--- config.mk ---
export PLATFORM = sky130hd
export DESIGN_NAME = registro_universal_flat
export DESIGN_NICKNAME = d
export VERILOG_FILES = /design/src/rtl/registro_universal_if.sv /design/src/rtl/registro_universal.sv /design/src/flat_wrapper.sv
export SDC_FILE = /design/constraint.sdc
export NUM_CORES = 1
export LEC_CHECK = 0
export ABC_AREA = 1
export BUFFER_PORTS_ARGS = -buffer_cell sky130_fd_sc_hd__buf_2
export CORE_ASPECT_RATIO = 2
export CORE_MARGIN = 1.5
export CORE_UTILIZATION = 50
export CTS_CLUSTER_SIZE = 24
export DETAILED_ROUTE_END_ITERATION = 6
export PLACE_DENSITY = 0.74
export SLEW_MARGIN = 10
export SYNTH_ARGS = -nofsm -noshare
export SYNTH_HDL_FRONTEND = slang
export SYNTH_SLANG_ARGS = --single-unit
--- constraint.sdc ---
create_clock -name Reloj -period 2.2 [get_ports Reloj]
set_clock_uncertainty 0.05 [all_clocks]
set_input_delay 0 -clock Reloj [delete_from_list [all_inputs] [get_ports Reloj]]
set_output_delay 0 -clock Reloj [all_outputs]
set_load 0.02 [all_outputs]
--- src/rtl/registro_universal_if.sv ---
// Bus interface for registro_universal: control, data and status signals.
// The master drives control/data; the slave (the register) drives status.
interface registro_universal_if #(
  parameter int ANCHO = 16
);
  logic             Limpiar;
  logic             Habilitar;
  logic [2:0]       Modo;
  logic [ANCHO-1:0] Dato;
  logic             SerieIzq;
  logic             SerieDer;
  logic [ANCHO-1:0] Tupla;
  logic             Acarreo;
  logic             Cero;
  logic             Valido;

  modport master (
    output Limpiar, Habilitar, Modo, Dato, SerieIzq, SerieDer,
    input  Tupla, Acarreo, Cero, Valido
  );

  modport slave (
    input  Limpiar, Habilitar, Modo, Dato, SerieIzq, SerieDer,
    output Tupla, Acarreo, Cero, Valido
  );
endinterface

--- src/rtl/registro_universal.sv ---
// Width-configurable universal register: load, shift, rotate, increment, decrement.
// Define REGISTRO_SATURACION_EN to saturate increment/decrement instead of wrapping.
module registro_universal #(
  parameter int               ANCHO       = 16,
  parameter logic [ANCHO-1:0] VALOR_RESET = '0
) (
  input logic                  Reloj,
  input logic                  Reiniciar,
  registro_universal_if.slave  bus
);

  localparam logic [2:0] M_MANTENER = 3'b000;
  localparam logic [2:0] M_CARGAR   = 3'b001;
  localparam logic [2:0] M_DESP_IZQ = 3'b010;
  localparam logic [2:0] M_DESP_DER = 3'b011;
  localparam logic [2:0] M_ROT_IZQ  = 3'b100;
  localparam logic [2:0] M_ROT_DER  = 3'b101;
  localparam logic [2:0] M_INC      = 3'b110;
  localparam logic [2:0] M_DEC      = 3'b111;

  logic [ANCHO-1:0] r_tupla;
  logic             r_acarreo;
  logic             r_valido;

  logic [ANCHO-1:0] w_tupla_sig;
  logic             w_acarreo_sig;
  logic             w_valido_sig;
  logic [ANCHO:0]   w_suma;
  logic [ANCHO:0]   w_resta;

  assign w_suma  = {1'b0, r_tupla} + {{ANCHO{1'b0}}, 1'b1};
  assign w_resta = {1'b0, r_tupla} - {{ANCHO{1'b0}}, 1'b1};

  always_comb begin
    w_tupla_sig   = r_tupla;
    w_acarreo_sig = r_acarreo;
    w_valido_sig  = 1'b0;
    if (bus.Limpiar) begin
      w_tupla_sig   = VALOR_RESET;
      w_acarreo_sig = 1'b0;
      w_valido_sig  = 1'b1;
    end else if (bus.Habilitar) begin
      w_valido_sig = 1'b1;
      case (bus.Modo)
        M_CARGAR: begin
          w_tupla_sig   = bus.Dato;
          w_acarreo_sig = 1'b0;
        end
        M_DESP_IZQ: begin
          w_tupla_sig   = {r_tupla[ANCHO-2:0], bus.SerieDer};
          w_acarreo_sig = r_tupla[ANCHO-1];
        end
        M_DESP_DER: begin
          w_tupla_sig   = {bus.SerieIzq, r_tupla[ANCHO-1:1]};
          w_acarreo_sig = r_tupla[0];
        end
        M_ROT_IZQ: begin
          w_tupla_sig   = {r_tupla[ANCHO-2:0], r_tupla[ANCHO-1]};
          w_acarreo_sig = r_tupla[ANCHO-1];
        end
        M_ROT_DER: begin
          w_tupla_sig   = {r_tupla[0], r_tupla[ANCHO-1:1]};
          w_acarreo_sig = r_tupla[0];
        end
        M_INC: begin
          w_acarreo_sig = w_suma[ANCHO];
`ifdef REGISTRO_SATURACION_EN
          w_tupla_sig   = w_suma[ANCHO] ? r_tupla : w_suma[ANCHO-1:0];
`else
          w_tupla_sig   = w_suma[ANCHO-1:0];
`endif
        end
        M_DEC: begin
          // Bit ANCHO of the extended difference is the borrow.
          w_acarreo_sig = w_resta[ANCHO];
`ifdef REGISTRO_SATURACION_EN
          w_tupla_sig   = w_resta[ANCHO] ? r_tupla : w_resta[ANCHO-1:0];
`else
          w_tupla_sig   = w_resta[ANCHO-1:0];
`endif
        end
        default: begin
          w_valido_sig = 1'b0;
        end
      endcase
    end
  end

  always_ff @(posedge Reloj or negedge Reiniciar) begin
    if (!Reiniciar) begin
      r_tupla   <= VALOR_RESET;
      r_acarreo <= 1'b0;
      r_valido  <= 1'b0;
    end else begin
      r_tupla   <= w_tupla_sig;
      r_acarreo <= w_acarreo_sig;
      r_valido  <= w_valido_sig;
    end
  end

  assign bus.Tupla   = r_tupla;
  assign bus.Acarreo = r_acarreo;
  assign bus.Valido  = r_valido;
  assign bus.Cero    = (r_tupla == '0);

endmodule

--- src/flat_wrapper.sv ---
// flat-port wrapper written by rule: the top's interface ports become plain ports
module registro_universal_flat 
#(
  parameter int               ANCHO       = 16,
  parameter logic [ANCHO-1:0] VALOR_RESET = '0
)
  (Reloj, Reiniciar, bus_Limpiar, bus_Habilitar, bus_Modo, bus_Dato, bus_SerieIzq, bus_SerieDer, bus_Tupla, bus_Acarreo, bus_Cero, bus_Valido);
  registro_universal_if #(.ANCHO(ANCHO)) bus_i ();
  input logic Reloj;
  input logic Reiniciar;
  input wire logic [$bits(bus_i.Limpiar)-1:0] bus_Limpiar;
  input wire logic [$bits(bus_i.Habilitar)-1:0] bus_Habilitar;
  input wire logic [$bits(bus_i.Modo)-1:0] bus_Modo;
  input wire logic [$bits(bus_i.Dato)-1:0] bus_Dato;
  input wire logic [$bits(bus_i.SerieIzq)-1:0] bus_SerieIzq;
  input wire logic [$bits(bus_i.SerieDer)-1:0] bus_SerieDer;
  output wire logic [$bits(bus_i.Tupla)-1:0] bus_Tupla;
  output wire logic [$bits(bus_i.Acarreo)-1:0] bus_Acarreo;
  output wire logic [$bits(bus_i.Cero)-1:0] bus_Cero;
  output wire logic [$bits(bus_i.Valido)-1:0] bus_Valido;
  assign bus_i.Limpiar = bus_Limpiar;
  assign bus_i.Habilitar = bus_Habilitar;
  assign bus_i.Modo = bus_Modo;
  assign bus_i.Dato = bus_Dato;
  assign bus_i.SerieIzq = bus_SerieIzq;
  assign bus_i.SerieDer = bus_SerieDer;
  assign bus_Tupla = bus_i.Tupla;
  assign bus_Acarreo = bus_i.Acarreo;
  assign bus_Cero = bus_i.Cero;
  assign bus_Valido = bus_i.Valido;
  registro_universal #(.ANCHO(ANCHO), .VALOR_RESET(VALOR_RESET)) u_core (.Reloj(Reloj), .Reiniciar(Reiniciar), .bus(bus_i));
endmodule
==> flow_summary.ini, run 1 <==
[yosys]
netlist_area_um2 = 2170
synth_fp_nets = 422
synth-async-reset-ratio_pct = 100
ys_seq_elements = 18
synth_area_leaders = nand2_1, dfrtp_1, nor2_1
synth_edf_count = 0
synth_top_area_share_pct = 22.2
synthFlopType = dfrtp_1
syn_inst = 395
ys_seq_area_share_pct = 20.8
post_synth.cell_area_avg_um2 = 5.49
yosys.area.top_type = nand2_1
yosysWarnings = 0
yosysUniqueCellTypes = 30

[timing]
worst_pin_slew_ns = 0.589
rsz0062_at_grt = false
slew_violations = 0
hold_viol_final = 0
finalCriticalPeriod_ns = 2.03
hold_ws_ns = 0.00192
maxSlewHeadroom_pct = 60.5
timing.final.crit_share_pct = 92.3
setup-tns-final_ns = 0
fmax_mhz = 492
setup_viol = 0

[worst_hold_path]
worstHoldStart = bus_Dato[13]
min_to = u_core.bus.Tupla[13]$_DFFE_PN0P_
hp-class = in -> reg
whs_path_depth = 5

[drt]
routed_wl_um = 7740
routedWlPerCell_um = 15.9
firstDrtPassIters = 5
vias = 2818
ant_nets = 0
drc = 0
dr.first_iter.drc_count = 146
via_per_inst = 5.80

[cells_and_area]
syn2layout_area_growth_pct = 14.1
final_cell_mix = nand2_1, nor2_1, nand3_1
antenna_cells = 0
multi_input_area_um2 = 1490
design_area_um2 = 2470
final_common_cell = nand2_1
finalNetCount = 462
postLayoutCoreUtil_pct = 59.9
nFillCells = 463
final-seq-area_um2 = 450
layout-drive-gt1-share_pct = 17.5

[place]
dpl_cell_area_um2 = 2400
place_hpwl_um = 6010
gp_congestion = 0.995
portBuffers = 43

[worst_setup_path]
cp.required_ns = 2.15
path_cells = inv_1 > ha_1 > nand2_1 > nor2_2 > inv_1 > nor4_1 > buf_2
cp_max_fo = 6
r2r-start = u_core.bus.Tupla[0]$_DFFE_PN0P_
worstSetupPathType = reg -> out
cp_top_family = buffers and inverters
rrSetupSlack_ns = 0.33
r2r_end = u_core.bus.Tupla[6]$_DFFE_PN0P_
crit_top_cell = inv_1
startpoint_type = register
worstPathArrival_ns = 1.98
reg2reg_depth = 9
cpMaxStageDelayCell = dfrtp_1
critPathBufInv = 3
worst_setup_path_end_kind = output pin
worst_path_largest_cell_delay_ns = 0.45

[grt]
grt_max_degree = 28
grt_pass1_vias = 2655
grt_usage_pct = 33.2
grt_pass1_wl_um = 12000
antenna_found_initial = 0
overflow = 0

[floorplanning]
placementRows = 33
die_w_um = 49.6
die-area_um2 = 4760
pin_count = 44
initial_core_util_pct = 52.5
coreArea_um2 = 4130
die_y_um = 96.1

[run_status]
outcome = finished, final reports clean

[clock_tree]
clock-sinks = 18
clk_path_buf_depth = 2
cts_buffers = 3
clkTransAtPathRegs_ns = 0.09
cts_tree = yes
hold_buffers = 2
ctsResizeCount = 0
post_cts_buffers = 0
insertion_delay_ns = 0.27
htree_num_levels = 1
cts_root_buf = clkbuf_8

[power_and_ir_drop]
p_leak_nw = 1.34
power_density_nw_per_um2 = 480
vdd_ir_drop_max_mv = 0.332
total_power_mw = 1.19

[flow_run]
cap_violations = 0
worst min-delay path: stages:
cell and delay, ns:
buf_2 0.07, nor2_1 0.03, nor2_1 0.09, nand2_1 0.06, nand2_1 0.04
per-layer routing:
metal | routed length (um) | global-route usage [%]
met2 | 4200 | 64.3
met1 | 2580 | 30.0
met5 | 0 | 0
met4 | 634 | 26.6
met3 | 323 | 3.57
cells in the mapped netlist (2+ instances only):
cell,number
nand2_1,128
nor2_1,75
nand3_1,53
inv_1,30
dfrtp_1,18
o21ai_0,15
nand4_1,12
buf_2,9
a21oi_1,8
nor2_2,5
o22ai_1,5
nor2_4,4
o21ai_2,4
clkbuf_1,3
inv_2,3
nor3_1,3
o21ai_1,3
buf_4,2
buf_6,2
ha_1,2
nand2_2,2
power breakdown:
group / switching, mW / total [mW] / internal, mW
Sequential: 0.0448 / 0.395 / 0.350
Clock: 0.136 / 0.296 / 0.160
Combinational: 0.339 / 0.497 / 0.159
cell families after synthesis:
logic type / Yosys count / synth area share [%]
buffers and inverters: 51 / 10.6
AND/OR/NAND/NOR: 286 / 57.2
flip-flops: 18 / 20.8
XOR/XNOR: 1 / 0.404
AO/OA/AOI/OAI: 37 / 9.82
adder cells (fa/ha/maj): 2 / 1.15
metrics by stage:
step	setup WS, ns	std cells
2_1_floorplan	0.308	395
3_3_place_gp	0.446	480
3_5_place_dp	0.383	480
4_1_cts	0.197	486
5_1_grt	0.0464	486
6_report	0.169	486
how the worst max path moves through the flow:
stage / start / cells after the start / slack [ns] / to
global route: u_core.bus.Tupla[0]$_DFFE_PN0P_ / 7 / 0.05 / bus_Cero
global placement: u_core.bus.Tupla[0]$_DFFE_PN0P_ / 9 / 0.45 / u_core.bus.Tupla[6]$_DFFE_PN0P_
finish: u_core.bus.Tupla[0]$_DFFE_PN0P_ / 7 / 0.17 / bus_Cero
detailed placement: u_core.bus.Tupla[0]$_DFFE_PN0P_ / 9 / 0.38 / u_core.bus.Tupla[6]$_DFFE_PN0P_
CTS: u_core.bus.Tupla[0]$_DFFE_PN0P_ / 7 / 0.20 / bus_Cero
floorplan: u_core.bus.Tupla[0]$_DFFE_PN0P_ / 6 / 0.31 / bus_Cero
state kept, by name, summed over array words and instances, names as in the netlist:
register,flops
u_core.bus.Acarreo,1
u_core.bus.Tupla,16
u_core.bus.Valido,1
cell type report:
type                       instances  area share [%]
sequential                        18            18.2
clock buffer                       4            2.23
inverter                          34            5.21
multi-input combinational        326            60.1
tap                               52            2.63
timing repair buffer              52            11.6
Note: power is estimated with default switching activity, not from simulation.
==> run 2, diff against run 1 <==
Settings changed: CORE_ASPECT_RATIO 2 to 0.5, PLACE_DENSITY 0.74 to 0.81.
==> run 2 against run 1 <==
Wire length fell by 7.5%. First-iteration DRC count rose by 35%. Clock power barely moved. Critical path type unchanged.
==> flow_summary.ini, run 2 (synthesis gave the netlist of run 1 again) <==
[run_status]
outcome = finished, final reports clean

[place]
portBuffers = 43
pre_cts_slack_ns = 0.398
gp_congestion = 0.957
place_hpwl_um = 5340
dp.cells = 477
dpl_cell_area_um2 = 2360

[cells_and_area]
largest_reg_flops = 16
postLayoutCoreUtil_pct = 60.6
final_common_cell = nand2_1
fin_cells = 483
layout-drive-gt1-share_pct = 16.6
design_area_um2 = 2440
finalNetCount = 457
final_cell_mix = nand2_1, nor2_1, nand3_1
antenna_cells = 0
nFillCells = 412
syn2layout_area_growth_pct = 12.5

[timing]
fmax_mhz = 502
maxSlewHeadroom_pct = 62.9
setup_slack_ns = 0.207
setup_viol = 0
hold_ws_ns = 0.00605
hold_viol_final = 0
rsz0062_at_grt = false
worst_pin_slew_ns = 0.553
slew_violations = 0
finalCriticalPeriod_ns = 1.99
setup-tns-final_ns = 0
timing.final.crit_share_pct = 90.6

[clock_tree]
clkTransAtPathRegs_ns = 0.08
hold_buffers = 2
ctsResizeCount = 0
insertion_delay_ns = 0.27
clock-sinks = 18
htree_num_levels = 1
post_cts_buffers = 0
cts_buffers = 3
clk_path_buf_depth = 2
cts_tree = yes
cts_root_buf = clkbuf_8

[worst_setup_path]
worstSetupPathType = reg -> out
cp_top_family = buffers and inverters
crit_top_cell = inv_1
worstPathArrival_ns = 1.94
path_cells = inv_1 > ha_1 > nand2_1 > nor2_2 > inv_1 > nor4_1 > buf_2
startpoint_type = register
cp.required_ns = 2.15
cpMaxStageDelayCell = dfrtp_1
cp_max_fo = 6
worst_path_largest_cell_delay_ns = 0.45
critPathBufInv = 3
worst_setup_path_end_kind = output pin

[drt]
drc = 0
vias = 2699
m1WireLength_um = 3260
highest_layer = met4
firstDrtPassIters = 5
routedWlPerCell_um = 14.8
ant_nets = 0
wl_met3_um = 864
routed_wl_um = 7150
dr.first_iter.drc_count = 197
via_per_inst = 5.59
met2_length_um = 2940

[floorplanning]
initial_core_util_pct = 53.9
die_y_um = 49.6
die_w_um = 96.1
placementRows = 16
pin_count = 44
coreArea_um2 = 4020
die-area_um2 = 4760

[power_and_ir_drop]
power_density_nw_per_um2 = 479
vdd_ir_drop_max_mv = 0.282
p_leak_nw = 1.31
total_power_mw = 1.17

[grt]
grt_usage_pct = 32.6
grt_pass1_vias = 2409
grt_max_degree = 28
overflow = 0
antenna_found_initial = 0
grt_pass1_wl_um = 11800

[worst_hold_path]
hp-class = in -> reg

[flow_run]
cap_violations = 0
[run 2: cell types whose count changed in the layout (fill, tap and decap cells not counted)]
cell,before,now
buf_4,7,2
[run 2: power by group]
group	leakage (nW)	total, mW	switching [mW]	internal (mW)
Sequential	0.242	0.400	0.0496	0.350
Combinational	1.04	0.472	0.319	0.153
Clock	0.0288	0.296	0.136	0.160
[run 2: final cells by class]
type | count | area, um2 | area share (%)
Sequential cell | 18 | 450 | 18.5
Tap cell | 54 | 67.6 | 2.77
Timing Repair Buffer | 47 | 250 | 10.3
Clock buffer | 4 | 55.1 | 2.26
Inverter | 34 | 129 | 5.28
Multi-Input combinational cell | 326 | 1490 | 61.0
[run 2: metal layers]
metal / vias up / GRT usage [%]
met4: 0 / 9.07
li1: 1345 / -
met3: 12 / 8.95
met1: 1185 / 46.5
met2: 157 / 47.8
met5: - / 0
[run 2: worst min-delay path, stage by stage]
cell	delay [ns]
buf_2	0.07
nor2_1	0.03
nor2_1	0.09
nand2_1	0.05
nand2_1	0.05
[run 2: final timing paths]
| kind | slack, ns | cells past startpoint | from | end |
|---|---|---|---|---|
| worst max-delay path | 0.21 | 7 | u_core.bus.Tupla[0]$_DFFE_PN0P_ | bus_Cero |
| worst min-delay path | 0.006 | 5 | bus_Dato[10] | u_core.bus.Tupla[10]$_DFFE_PN0P_ |
| worst max register to register | 0.36 | 11 | u_core.bus.Tupla[0]$_DFFE_PN0P_ | u_core.bus.Tupla[12]$_DFFE_PN0P_ |
| worst min register to register | 0.43 | 2 | u_core.bus.Acarreo$_DFFE_PN0P_ | u_core.bus.Acarreo$_DFFE_PN0P_ |
| max in group asynchronous | 1.65 | 2 | Reiniciar | u_core.bus.Tupla[6]$_DFFE_PN0P_ |
| min in group asynchronous | 0.14 | 2 | Reiniciar | u_core.bus.Tupla[11]$_DFFE_PN0P_ |
